$ cat src/rtl/serial_adder_pkg.sv
// Shared FSM encoding and sizing helpers for the chunked serial adder/subtractor.
package serial_adder_pkg;

    typedef enum logic [1:0] {
        IDLE = 2'd0,
        RUN  = 2'd1,
        DONE = 2'd2
    } state_e;

    function automatic int calc_nch(input int width, input int chunk);
        return width / chunk;
    endfunction

    // A single-chunk operation still needs a 1-bit counter.
    function automatic int calc_cnt_w(input int width, input int chunk);
        int nch;
        nch = width / chunk;
        return (nch > 1) ? $clog2(nch) : 1;
    endfunction

endpackage

$ cat src/rtl/add_chunk.sv
// Combinational CHUNK-bit ripple adder built from full-adder cells.
// With SERIAL_ADDER_OVF_EN defined it also exports the carry into the MSB.
module add_chunk #(
    parameter int CHUNK = 4
) (
    input  logic [CHUNK-1:0] a,
    input  logic [CHUNK-1:0] b,
    input  logic             cin,
    output logic [CHUNK-1:0] s,
    output logic             cout
`ifdef SERIAL_ADDER_OVF_EN
    ,
    output logic             c_msb
`endif
);

    logic [CHUNK:0] w_c;

    assign w_c[0] = cin;

    for (genvar i = 0; i < CHUNK; i++) begin : g_fa
        assign s[i]     = a[i] ^ b[i] ^ w_c[i];
        assign w_c[i+1] = (a[i] & b[i]) | (w_c[i] & (a[i] ^ b[i]));
    end

    assign cout = w_c[CHUNK];

`ifdef SERIAL_ADDER_OVF_EN
    assign c_msb = w_c[CHUNK-1];
`endif

endmodule

$ cat src/rtl/serial_adder.sv
// Multi-cycle adder/subtractor: adds two WIDTH-bit operands CHUNK bits per clock.
// Define SERIAL_ADDER_OVF_EN to add the signed-overflow output ovf.
module serial_adder
    import serial_adder_pkg::*;
#(
    parameter int WIDTH = 16,
    parameter int CHUNK = 4
) (
    input  logic             clk,
    input  logic             rst,
    input  logic             in_valid,
    output logic             in_ready,
    input  logic [WIDTH-1:0] a,
    input  logic [WIDTH-1:0] b,
    input  logic             cin,
    input  logic             sub,
    output logic             out_valid,
    input  logic             out_ready,
    output logic [WIDTH-1:0] s,
    output logic             cout
`ifdef SERIAL_ADDER_OVF_EN
    ,
    output logic             ovf
`endif
);

    localparam int NCH   = calc_nch(WIDTH, CHUNK);
    localparam int CNT_W = calc_cnt_w(WIDTH, CHUNK);

    state_e             r_state;
    state_e             w_next_state;
    logic [WIDTH-1:0]   r_a;
    logic [WIDTH-1:0]   r_b;
    logic [WIDTH-1:0]   r_res;
    logic [WIDTH-1:0]   r_s;
    logic               r_carry;
    logic               r_cout;
    logic [CNT_W-1:0]   r_cnt;
    logic [CHUNK-1:0]   w_sum;
    logic               w_carry_out;
    logic               w_last;
    logic [WIDTH-1:0]   w_res_next;
`ifdef SERIAL_ADDER_OVF_EN
    logic               w_c_msb;
    logic               r_ovf;
`endif

    add_chunk #(.CHUNK(CHUNK)) u_add_chunk (
        .a    (r_a[CHUNK-1:0]),
        .b    (r_b[CHUNK-1:0]),
        .cin  (r_carry),
        .s    (w_sum),
        .cout (w_carry_out)
`ifdef SERIAL_ADDER_OVF_EN
        ,
        .c_msb(w_c_msb)
`endif
    );

    assign w_last     = (r_cnt == CNT_W'(NCH - 1));
    // Chunk results enter at the top and walk down, so the LSB chunk ends at bit 0.
    assign w_res_next = (r_res >> CHUNK) | (WIDTH'(w_sum) << (WIDTH - CHUNK));

    // NOTE: non-blocking assignments so every register samples pre-edge values.
    always_ff @(posedge clk) begin
        if (rst) r_state <= IDLE;
        else     r_state <= w_next_state;
    end

    // NOTE: every output gets a default first so no path infers a latch.
    always_comb begin
        w_next_state = r_state;
        in_ready     = 1'b0;
        out_valid    = 1'b0;
        case (r_state)
            IDLE: begin
                in_ready = 1'b1;
                if (in_valid) w_next_state = RUN;
            end
            RUN: begin
                if (w_last) w_next_state = DONE;
            end
            DONE: begin
                out_valid = 1'b1;
                if (out_ready) w_next_state = IDLE;
            end
            default: w_next_state = IDLE;
        endcase
    end

    always_ff @(posedge clk) begin
        if (rst) begin
            r_a     <= '0;
            r_b     <= '0;
            r_res   <= '0;
            r_s     <= '0;
            r_carry <= 1'b0;
            r_cout  <= 1'b0;
            r_cnt   <= '0;
`ifdef SERIAL_ADDER_OVF_EN
            r_ovf   <= 1'b0;
`endif
        end else begin
            case (r_state)
                IDLE: begin
                    if (in_valid) begin
                        r_a     <= a;
                        r_b     <= sub ? ~b : b;
                        r_carry <= sub ? 1'b1 : cin;
                        r_cnt   <= '0;
                    end
                end
                RUN: begin
                    r_a     <= r_a >> CHUNK;
                    r_b     <= r_b >> CHUNK;
                    r_res   <= w_res_next;
                    r_carry <= w_carry_out;
                    r_cnt   <= r_cnt + CNT_W'(1);
                    // Outputs are loaded only here so they stay frozen while out_valid is high.
                    if (w_last) begin
                        r_s    <= w_res_next;
                        r_cout <= w_carry_out;
`ifdef SERIAL_ADDER_OVF_EN
                        r_ovf  <= w_c_msb ^ w_carry_out;
`endif
                    end
                end
                default: ;
            endcase
        end
    end

    assign s    = r_s;
    assign cout = r_cout;
`ifdef SERIAL_ADDER_OVF_EN
    assign ovf  = r_ovf;
`endif

endmodule

$ cat config.mk
export PLATFORM = sky130hd
export DESIGN_NAME = serial_adder
export DESIGN_NICKNAME = d
export VERILOG_FILES = /design/src/rtl/serial_adder_pkg.sv /design/src/rtl/add_chunk.sv /design/src/rtl/serial_adder.sv
export SDC_FILE = /design/constraint.sdc
export NUM_CORES = 1
export LEC_CHECK = 0
export ABC_CLOCK_PERIOD_IN_PS = 2300
export CAP_MARGIN = 20
export CORE_MARGIN = 5
export CORE_UTILIZATION = 38
export DETAILED_ROUTE_END_ITERATION = 8
export HOLD_SLACK_MARGIN = 0.15
export PLACE_DENSITY = 0.7
export SLEW_MARGIN = 15
export SYNTH_ARGS = -nofsm -noshare
export SYNTH_HDL_FRONTEND = slang
export SYNTH_SLANG_ARGS = --single-unit
$ cat constraint.sdc
create_clock -name clk -period 2.3 [get_ports clk]
set_input_delay 0.46 -clock clk [delete_from_list [all_inputs] [get_ports clk]]
set_output_delay 0.46 -clock clk [all_outputs]
set_load 0.05 [all_outputs]
Yosys cells after proc, flatten, opt, wreduce, memory -nomap -nowiden

Cells that the tools add are included.

Output and inout bits: 19
Register bits: 70
Logic and storage cells: 58
Input port bits: 38

Equal/unequal tests: 6
Mux-type cells: 16
Reductions and logical operators: 5
$add $sub $neg: 1
Bitwise logic cells: 22

Operator list:

| operator            | number |
|---|---|
| $pmux 16 s2         | 2 |
| $mux 16             | 3 |
| $not 16->16         | 1 |
| $or 12x16->16       | 1 |
| $and 1x1->1         | 8 |
| $mux 2              | 4 |
| $xor 1x1->1         | 8 |
| $ne 2x2->1 const B  | 3 |
| $pmux 2 s3          | 1 |
| $eq 2x2->1 const B  | 2 |
| $mux 1              | 4 |
| $or 1x1->1          | 4 |
| $pmux 2 s2          | 1 |
| $reduce_and 2->1    | 2 |
| $reduce_and 3->1    | 1 |
| $add 2x1->2 const B | 1 |
| $eq 2x1->1 const B  | 1 |
| $logic_not 2->1     | 1 |
| $pmux 1 s2          | 1 |
| $reduce_bool 2->1   | 1 |

Logic depth before layout (Yosys ltp)

Gate-level depths: netlist (run 1).

Depth in word-level cells: 10
Depth in mapped cells: 10

By module

Synthesis (run 1) repeated with hierarchy kept, for this count alone.

Cells, all modules: 332
Area total of the unflattened synthesis: 2,850.2 µm²

Modules (own cells, without submodules):

| module       | times used | seq. area each (µm²) | cells each | area each (µm²) |
|---|---|---|---|---|
| serial_adder | 1          | 1,321.3              | 318        | 2,732.6 |
| add_chunk    | 1          | 0.0                  | 14         | 117.6 |

Worst setup path after synthesis (run 1)

Ideal clock, no wire load.

Path type: register -> register
Start point: register r_a[0]
End point: register r_res[15]
Buffers on the path: 0
Setup time: 86 ps
Setup slack: 247 ps
Stages on the path, launching flop included: 9
Period minus slack after synthesis: 2,053 ps
Data arrival time: 1,967 ps
Data required time: 2,214 ps
Path through: dfxtp_1 fa_1 inv_1 fa_1 inv_1 fa_1 inv_1 fa_1 a211oi_1

Word-level cells in the longest chain between the ends: 9
Elaborated cells between the ends (all ways): 10

RTL lines:

| item                   | line                | source |
|---|---|---|
| start, declared        | serial_adder.sv:32  | `logic [WIDTH-1:0] r_a;` |
| start signal, assigned | serial_adder.sv:114 | `r_a <= r_a >> CHUNK;` |
| $xor 1x1->1            | add_chunk.sv:23     | `assign w_c[i+1] = (a[i] & b[i]) \| (w_c[i] & (a[i] ^ b[i]));` |
| $and 1x1->1            | add_chunk.sv:23     |  |
| $or 1x1->1 (*)         | add_chunk.sv:23     |  |
| $and 1x1->1 (*)        | add_chunk.sv:23     |  |
| $or 1x1->1 (*)         | add_chunk.sv:23     |  |
| $and 1x1->1 (*)        | add_chunk.sv:23     |  |
| $or 1x1->1 (*)         | add_chunk.sv:23     |  |
| $xor 1x1->1 (*)        | add_chunk.sv:22     | `assign s[i] = a[i] ^ b[i] ^ w_c[i];` |
| $or 12x16->16 (*)      | serial_adder.sv:62  | `assign w_res_next = (r_res >> CHUNK) \| (WIDTH'(w_sum) << (WIDTH - CHUNK));` |
| end signal, assigned   | serial_adder.sv:116 | `r_res <= w_res_next;` |
| end, declared          | serial_adder.sv:34  | `logic [WIDTH-1:0] r_res;` |

Mark *: on every way between the ends. The rest lies on a longest branch, timed or not.
A chain may end at the register's enable or synchronous reset.

Final worst setup path (run 1)

Ends and elaborated chain as after synthesis.

==> results of run 1 <==
[worst max-delay path by stage]
stage / slack, ns / to / cells past startpoint
after global placement: 0.20 / r_res[15]$_SDFFE_PP0P_ / 8
after floorplan: 0.25 / r_res[15]$_SDFFE_PP0P_ / 8
after global routing: 0.0008 / r_res[15]$_SDFFE_PP0P_ / 8
after CTS: 0.1 / r_res[15]$_SDFFE_PP0P_ / 8
after detailed placement: 0.11 / r_res[15]$_SDFFE_PP0P_ / 8
final: 0.13 / r_res[15]$_SDFFE_PP0P_ / 8
[through the flow]
step	hold slack (ns)	instances	setup slack, ns	instance area [um^2]	utilization [%]
floorplan	0.432	325	0.247	2910	-
global placement	0.441	464	0.197	3530	46.4
detailed placement	0.445	464	0.112	3530	46.4
CTS	0.456	479	0.0960	3700	48.6
global route	0.467	479	0.000835	3710	48.8
finish	0.452	479	0.130	3710	48.8
[registers in the layout (all words and copies together) (netlist names)]
signal	count
r_res	12
r_a	16
r_carry	1
s	16
r_cnt	2
r_b	16
r_state	2
cout	1
[Yosys cell counts, drive strengths merged, types with 2 or more instances]
cell and number:
dfxtp 66, nand2 49, a21oi 39, nor2 28, a22oi 21, buf 18, nand2b 15, o22ai 12
or3b 12, xnor2 12, nor3 11, clkbuf 9, a211oi 8, inv 8, fa 4, xor2 4
nor2b 2
[worst min-delay path: stages (launching register included)]
cell     delay [ns]
dfxtp_1        0.31
nand2_1        0.05
a21oi_1        0.05
[layer usage]
layer | routed length [um] | vias to the layer above | GRT usage, %
met3 | 260 | 9 | 3.23
met1 | 3010 | 1036 | 17.6
li1 | - | 1195 | -
met4 | 113 | 0 | 6.39
met5 | 0 | - | 0
met2 | 2800 | 54 | 20.4
[cells by family after synthesis]
family / after synthesis / synth area share [%]
simple gates: 121 / 20.8
compound gates: 82 / 19.6
flops: 66 / 45.4
buf+inv: 35 / 6.15
xor+xnor: 16 / 4.81
fa+ha+maj: 5 / 3.18
[layout make-up]
cell class	instances	share of cell area, %
Clock buffer	11	3.81
Sequential cell	66	35.6
Multi-Input combinational cell	224	38.4
Inverter	8	0.809
Tap cell	102	3.44
Timing Repair Buffer	64	17.1
Clock inverter	4	0.775
[where the power goes]
part	internal [mW]	total, mW	leakage [nW]	switching, mW
Sequential	1.21	1.25	0.540	0.0400
Combinational	0.187	0.371	0.672	0.185
Clock	0.414	0.829	0.0814	0.415
[repair_timing]
action,CTS,global route
gates resized for setup,0,4
endpoints found under the hold margin,0,0
setup endpoints to repair,0,2
hold buffers,0,0
==> impl_metrics.json, run 1 <==
{
  "cp.arrival_ns": 2.42,
  "path_clk_slew_ns": 0.07,
  "rows": 32,
  "critPathKind": "reg -> reg",
  "worstPathRequired_ns": 2.55,
  "ant_nets": 0,
  "drc_errors": 0,
  "drive_gt1_share_pct": 11.9,
  "critical_path_buf_inv_count": 3,
  "synth_edf_count": 0,
  "avgViaCountPerCell": 4.79,
  "cp-end-kind": "flip-flop",
  "vdd_ir_drop_max_uv": 331,
  "track_usage_pct": 13.3,
  "die_area_um2": 9510,
  "grt_pass1_wl_um": 10400,
  "fmax_ghz": 0.461,
  "area.growth.synth_to_final_pct": 27.5,
  "cts_buffer_depth": 2,
  "yosysTopAreaCell": "dfxtp_1",
  "antenna_cells": 0,
  "finalWorstPathRequiredPeriod_ns": 2.17,
  "multi_input_area_um2": 1430,
  "yosys_warnings": 0,
  "hp-class": "reg -> reg",
  "status": "completed",
  "cpMaxStageDelayCell": "fa_1",
  "avgSynthCellArea_um2": 8.96,
  "nFillCells": 763,
  "antenna_found_initial": 0,
  "cts_setup_buffers": 0,
  "slew_headroom_pct": 35.1,
  "min_from": "r_res[5]$_SDFFE_PP0P_",
  "final_nets": 416,
  "cts-root-buf": "clkbuf_8",
  "grt_max_degree": 67,
  "finalMaxSlewViolations": 0,
  "rr_endpoint": "r_res[15]$_SDFFE_PP0P_",
  "netlist.area_leader.share_pct": 45.4,
  "num_vias": 2294,
  "leakage_nw": 1.29,
  "crit_family": "adder cells",
  "r2r_setup_slack_ns": 0.13,
  "ys_types": 29,
  "finalClockSkew_ns": 0.00843,
  "worstPathMaxFanout": 2,
  "port_buffers": 56,
  "wl_um": 6170,
  "cts.sink_count": 66,
  "syn-num-nets": 368,
  "path_cells": "fa_2 -> inv_1 -> fa_1 -> inv_1 -> fa_1 -> inv_1 -> fa_1 -> a211oi_2",
  "dr.pass1.iters": 4,
  "critPathLaunchType": "flip-flop",
  "final_common_cell": "dfxtp_1",
  "ff2ff_path_depth": 8,
  "synth.area.top_cells": "dfxtp_1 (45%), a21oi_1 (6.7%), nand2_1 (6.3%)",
  "syn_area_um2": 2910,
  "cts_buffers": 9,
  "maxCapViolCount": 0,
  "die_w_um": 97.5,
  "cpPeakStageDelay_ns": 0.46,
  "gp_congestion": 0.766,
  "min_to": "s[1]$_SDFFE_PP0P_",
  "startpoint": "r_a[0]$_SDFFE_PP0P_",
  "wl_per_cell_um": 12.9,
  "cts.htree.levels": 3,
  "ys_async_sr_fraction_pct": 0,
  "cts_tree": "built",
  "ios": 57,
  "yosysSeqAreaShare_pct": 45.4,
  "final_cell_mix": "dfxtp_1 (65), clkdlybuf4s50_1 (53), nand2_1 (49)",
  "dp_hpwl_um": 4360,
  "synthCells": 325,
  "rr_startpoint": "r_a[0]$_SDFFE_PP0P_",
  "overflow": 0,
  "hold_violations": 0,
  "ys_ff_latch": 66,
  "power_density_nw_per_um2": 659,
  "core_um2": 7610,
  "hold_depth": 2,
  "clk_latency_ns": 0.33,
  "grt_pass1_vias": 2218,
  "power_mw": 2.45,
  "grt_setup_unrepaired": "false",
  "finalCritPeriodShare_pct": 94.3,
  "die_h_um": 97.5,
  "drtIter0Drc": 118,
  "fin_setup_tns_ns": 0,
  "seq_area_um2": 1320,
  "setup_viol": 0,
  "synth-main-ff-cell": "dfxtp_1",
  "worstMarginPinSlew_ns": 0.973,
  "start_util_pct": 38.3
}
Power figures use the tool's default switching activity.
==> inputs of run 2 (changes only) <==
- ABC_CLOCK_PERIOD_IN_PS: 2300 -> 2070
- clock period: 2.3 -> 2.07 ns (I/O delays scaled with it)
==> run 2 against run 1 <==
  * The run now ends with negative setup slack left
  * Final area grew 1.9%
  * Global-route usage up 0.40 points
  * Die area is the same
  * Routed wire length rose by 1.3%
==> impl_metrics.json, run 2 (same netlist as run 1, synthesis figures left out) <==
{
  "ios": 57,
  "leakage_nw": 1.33,
  "track_usage_pct": 13.7,
  "overflow": 0,
  "wl_um": 6250,
  "cp-end-kind": "flip-flop",
  "grt_setup_unrepaired": "true",
  "rr_startpoint": "r_carry$_SDFFE_PP0P_",
  "start_util_pct": 38.3,
  "path_clk_slew_ns": 0.07,
  "vdd_ir_drop_max_uv": 326,
  "worstPathMaxFanout": 2,
  "area.growth.synth_to_final_pct": 29.9,
  "worstMarginPinSlew_ns": 0.509,
  "drc_errors": 0,
  "startpoint": "r_carry$_SDFFE_PP0P_",
  "layout.cells.non_filler": 484,
  "final_nets": 421,
  "path_cells": "fa_2 -> inv_2 -> fa_2 -> inv_2 -> fa_2 -> inv_2 -> fa_1 -> a211oi_2",
  "cts_setup_buffers": 0,
  "die_area_um2": 9510,
  "grt_pass1_wl_um": 10600,
  "use_met1_pct": 17.8,
  "finalMaxSlewViolations": 0,
  "core_um2": 7610,
  "wl_per_cell_um": 12.9,
  "r2r_setup_slack_ns": -0.01,
  "critPathLaunchType": "flip-flop",
  "die_h_um": 97.5,
  "cp.arrival_ns": 2.35,
  "cts_tree": "built",
  "violations": "negative setup slack",
  "ff2ff_path_depth": 8,
  "dr.pass1.iters": 4,
  "rr_endpoint": "s[15]$_SDFFE_PP0P_",
  "grt_pass1_vias": 2213,
  "die_w_um": 97.5,
  "setup_viol": 2,
  "fmax_ghz": 0.480,
  "finalClockSkew_ns": 0.00928,
  "grt_max_degree": 36,
  "gr-usage-met3_pct": 4.95,
  "hold-worst-slack_ns": 0.453,
  "hold_violations": 0,
  "num_vias": 2362,
  "cpMaxStageDelayCell": "fa_1",
  "clk_latency_ns": 0.34,
  "pre_cts_ws_ns": -0.0873,
  "gp_congestion": 0.744,
  "final_common_cell": "dfxtp_1",
  "maxCapViolCount": 0,
  "cpPeakStageDelay_ns": 0.45,
  "finalWorstPathRequiredPeriod_ns": 2.08,
  "hold_buffers": 0,
  "crit_path_end": "s[15]$_SDFFE_PP0P_",
  "slew_headroom_pct": 66.0,
  "cts.sink_count": 66,
  "drtIter0Drc": 141,
  "antenna_cells": 0,
  "grt_busiest_layer": "met2",
  "finalCritPeriodShare_pct": 101,
  "post-place-cells": 469,
  "port_buffers": 56,
  "critPathKind": "reg -> reg",
  "antenna_found_initial": 0,
  "status": "complete, but fails checks",
  "power_density_nw_per_um2": 781,
  "cts-root-buf": "clkbuf_8",
  "worstPathRequired_ns": 2.33,
  "cts_buffers": 9,
  "dp_hpwl_um": 4410,
  "ant_nets": 0,
  "drive_gt1_share_pct": 14.7,
  "hp-class": "reg -> reg",
  "min_from": "s[6]$_SDFFE_PP0P_",
  "cts.htree.levels": 3,
  "final_cell_mix": "dfxtp_1 (64), clkdlybuf4s50_1 (53), nand2_1 (49)",
  "setup_slack_ns": -0.0140,
  "met2_usage_pct": 21.0,
  "rows": 32,
  "avgViaCountPerCell": 4.88,
  "cts_buffer_depth": 2
}
## run 2: cell types whose count changed in the layout (fill, tap and decap cells not counted), moves of 2 or more
| cell | previous run | this run |
|---|---|---|
| buf_4 | 8 | 14 |
| bufinv_16 | 0 | 2 |
| fa_1 | 3 | 1 |
| fa_2 | 1 | 3 |
| inv_1 | 8 | 5 |
| inv_2 | 0 | 3 |
## run 2: report_power, final
group / internal, mW / total (mW) / switching (mW)
clock network: 0.669 / 1.15 / 0.482
registers: 1.34 / 1.39 / 0.0441
logic: 0.211 / 0.415 / 0.205
## run 2: through the flow
step           instance area (um^2)  TNS, ns  power, mW  util, %
4_1_cts                        3780   -0.151       2.98     49.7
3_3_place_gp                   3550  -0.0695       1.81     46.7
5_1_grt                        3780   -0.154       3.09     49.7
2_1_floorplan                  2910        0       1.68        -
3_5_place_dp                   3550   -0.175       1.82     46.7
6_report                       3780  -0.0246       2.95     49.7
## run 2: what timing repair did
item | CTS | global route
pin swaps | 4 | 5
gates resized for setup | 9 | 1
endpoints found under the setup margin | 2 | 3
hold endpoints to repair | 0 | 0
## run 2: worst min-delay path by stage
| stage | end | slack, ns | cells after the start |
|---|---|---|---|
| after floorplan | s[1]$_SDFFE_PP0P_ | 0.43 | 2 |
| after global placement | s[1]$_SDFFE_PP0P_ | 0.44 | 2 |
| after detailed placement | s[6]$_SDFFE_PP0P_ | 0.45 | 2 |
| after CTS | s[6]$_SDFFE_PP0P_ | 0.46 | 2 |
| after global routing | r_res[6]$_SDFFE_PP0P_ | 0.48 | 2 |
| final | s[6]$_SDFFE_PP0P_ | 0.45 | 2 |
## run 2: cell type report
type / count / area, um^2
clock buffers: 10 / 128
clock inverters: 5 / 80.1
fillers: 746 / 3830
inverters: 8 / 30.0
multi-input cells: 224 / 1430
flip-flops and latches: 66 / 1320
well taps: 102 / 128
repair buffers: 69 / 661
## run 2: worst max-delay path: cells and delay by family (launching register included)
family | cells | cell delay, ns
adders and majority gates | 4 | 1.33
AOI/OAI and AO/OA | 1 | 0.19
DFF | 1 | 0.33
buffers and inverters | 3 | 0.16
## run 2: metal layers
metal,up-vias,routed length (um)
met5,-,0
met4,0,92
met3,8,284
met2,54,2860
met1,1092,3010
li1,1208,-
==> inputs of run 3 (changes only) <==
- CELL_PAD_IN_SITES_DETAIL_PLACEMENT: unset -> 1
- CELL_PAD_IN_SITES_GLOBAL_PLACEMENT: unset -> 1
- PLACE_DENSITY: 0.7 -> 0.86
- SKIP_CTS_REPAIR_TIMING: unset -> 1
==> run 3 against run 2 <==
  * The run still ends with negative setup slack left
  * Sequential cell count unchanged
  * Utilization up 0.21 points
  * Power down 1.4%
  * Count of clock-buffer cells in the layout down 1
  * Largest cell class unchanged
  * Largest power group unchanged
==> impl_metrics.json, run 3 (same netlist as run 1, synthesis figures left out) <==
{
  "status": "complete, but fails checks",
  "violations": "negative setup slack",
  "grt_pass1_vias": 2633,
  "r2r_setup_slack_ns": -0.11,
  "cp-end-kind": "flip-flop",
  "cts_tree": "built",
  "worstMarginPinSlew_ns": 0.545,
  "finalMaxSlewViolations": 0,
  "final_common_cell": "dfxtp_1",
  "rr_startpoint": "r_a[0]$_SDFFE_PP0P_",
  "rr_endpoint": "r_res[15]$_SDFFE_PP0P_",
  "cts.sink_count": 66,
  "overflow": 0,
  "port_buffers": 56,
  "pre_cts_ws_ns": -0.148,
  "avgViaCountPerCell": 5.12,
  "rows": 32,
  "setup_slack_ns": -0.111,
  "layout.cells.non_filler": 486,
  "hold_depth": 2,
  "cp_common_cell": "fa_2",
  "track_usage_pct": 16.1,
  "post-place-cells": 469,
  "path_clk_slew_ns": 0.08,
  "core_um2": 7610,
  "ff2ff_path_depth": 8,
  "vdd_ir_drop_max_uv": 327,
  "area.growth.synth_to_final_pct": 30.4,
  "start_util_pct": 38.3,
  "top_layer": "met4",
  "antenna_found_initial": 0,
  "seq_area_um2": 1330,
  "min_from": "r_res[4]$_SDFFE_PP0P_",
  "grt_max_degree": 30,
  "cts.htree.levels": 3,
  "postLayoutCellArea_um2": 3800,
  "hold-worst-slack_ns": 0.449,
  "final_nets": 422,
  "dr.pass1.iters": 4,
  "critical_path_buf_inv_count": 3,
  "drive_gt1_share_pct": 16.4,
  "finalClockSkew_ns": 0.00729,
  "crit_family": "adder cells",
  "met2_length_um": 3940,
  "cpMaxStageDelayCell": "fa_2",
  "worstPathRequired_ns": 2.35,
  "multi_input_area_um2": 1440,
  "wl_um": 7580,
  "power_density_nw_per_um2": 767,
  "drc_errors": 0,
  "die_h_um": 97.5,
  "leakage_nw": 1.33,
  "path_cells": "fa_2 -> inv_2 -> fa_2 -> inv_2 -> fa_2 -> inv_2 -> fa_2 -> a211oi_2",
  "hp-class": "reg -> reg",
  "power_mw": 2.91,
  "grt_pass1_wl_um": 12500,
  "num_vias": 2489,
  "clk_latency_ns": 0.35,
  "worstPathMaxFanout": 2,
  "grt_setup_unrepaired": "true",
  "drtIter0Drc": 116,
  "die_w_um": 97.5,
  "critPathLaunchType": "flip-flop",
  "fin_util_pct": 49.9,
  "cp.arrival_ns": 2.46,
  "maxCapViolCount": 0,
  "cpPeakStageDelay_ns": 0.46,
  "slew_headroom_pct": 63.6,
  "ios": 57,
  "min_to": "s[0]$_SDFFE_PP0P_",
  "setup_viol": 2,
  "wl_met3_um": 273,
  "cts_buffers": 9,
  "die_area_um2": 9510,
  "final_cell_mix": "dfxtp_1 (63), clkdlybuf4s50_1 (53), nand2_1 (48)",
  "ant_nets": 0,
  "wl_per_cell_um": 15.6,
  "wl_met1_um": 3260,
  "finalWorstPathRequiredPeriod_ns": 2.18,
  "dpl-instance-area_um2": 3570,
  "finalCritPeriodShare_pct": 105,
  "antenna_cells": 0,
  "cts_buffer_depth": 2,
  "dp_hpwl_um": 5160,
  "hold_violations": 0,
  "gp_congestion": 0.747,
  "cts-root-buf": "clkbuf_8",
  "fin_setup_tns_ns": -0.218,
  "critPathKind": "reg -> reg",
  "nFillCells": 894,
  "fmax_ghz": 0.459
}
[run 3: power breakdown]
| group | leakage, nW | total, mW | switching [mW] | internal [mW] |
|---|---|---|---|---|
| logic | 0.699 | 0.441 | 0.222 | 0.219 |
| registers | 0.540 | 1.39 | 0.0523 | 1.34 |
| clock network | 0.0873 | 1.08 | 0.526 | 0.550 |
[run 3: layer usage]
| layer | vias to the layer above | track usage [%] |
|---|---|---|
| li1 | 1209 | - |
| met1 | 1215 | 19.3 |
| met2 | 53 | 27.6 |
| met3 | 12 | 3.88 |
| met4 | 0 | 6.39 |
| met5 | - | 0 |
[run 3: worst max path at each step]
stage,from,to,slack [ns],cells past startpoint
global route,r_a[0]$_SDFFE_PP0P_,r_res[15]$_SDFFE_PP0P_,-0.16,8
floorplan,r_a[0]$_SDFFE_PP0P_,r_res[15]$_SDFFE_PP0P_,0.02,8
detailed placement,r_a[0]$_SDFFE_PP0P_,s[15]$_SDFFE_PP0P_,-0.15,8
CTS,r_a[0]$_SDFFE_PP0P_,s[15]$_SDFFE_PP0P_,-0.22,8
finish,r_a[0]$_SDFFE_PP0P_,r_res[15]$_SDFFE_PP0P_,-0.11,8
global placement,r_a[0]$_SDFFE_PP0P_,r_res[15]$_SDFFE_PP0P_,-0.02,8
[run 3: cell type report]
cell class,instances,area share (%)
Clock buffer,9,3.26
Clock inverter,7,1.85
Inverter,8,0.791
Multi-Input combinational cell,224,37.9
Sequential cell,66,34.9
Tap cell,102,3.36
Timing Repair Buffer,70,17.9
[run 3: worst min-delay path: stages (launching register included)]
cell,delay [ns]
dfxtp_1,0.31
nand2_1,0.05
a21oi_1,0.05
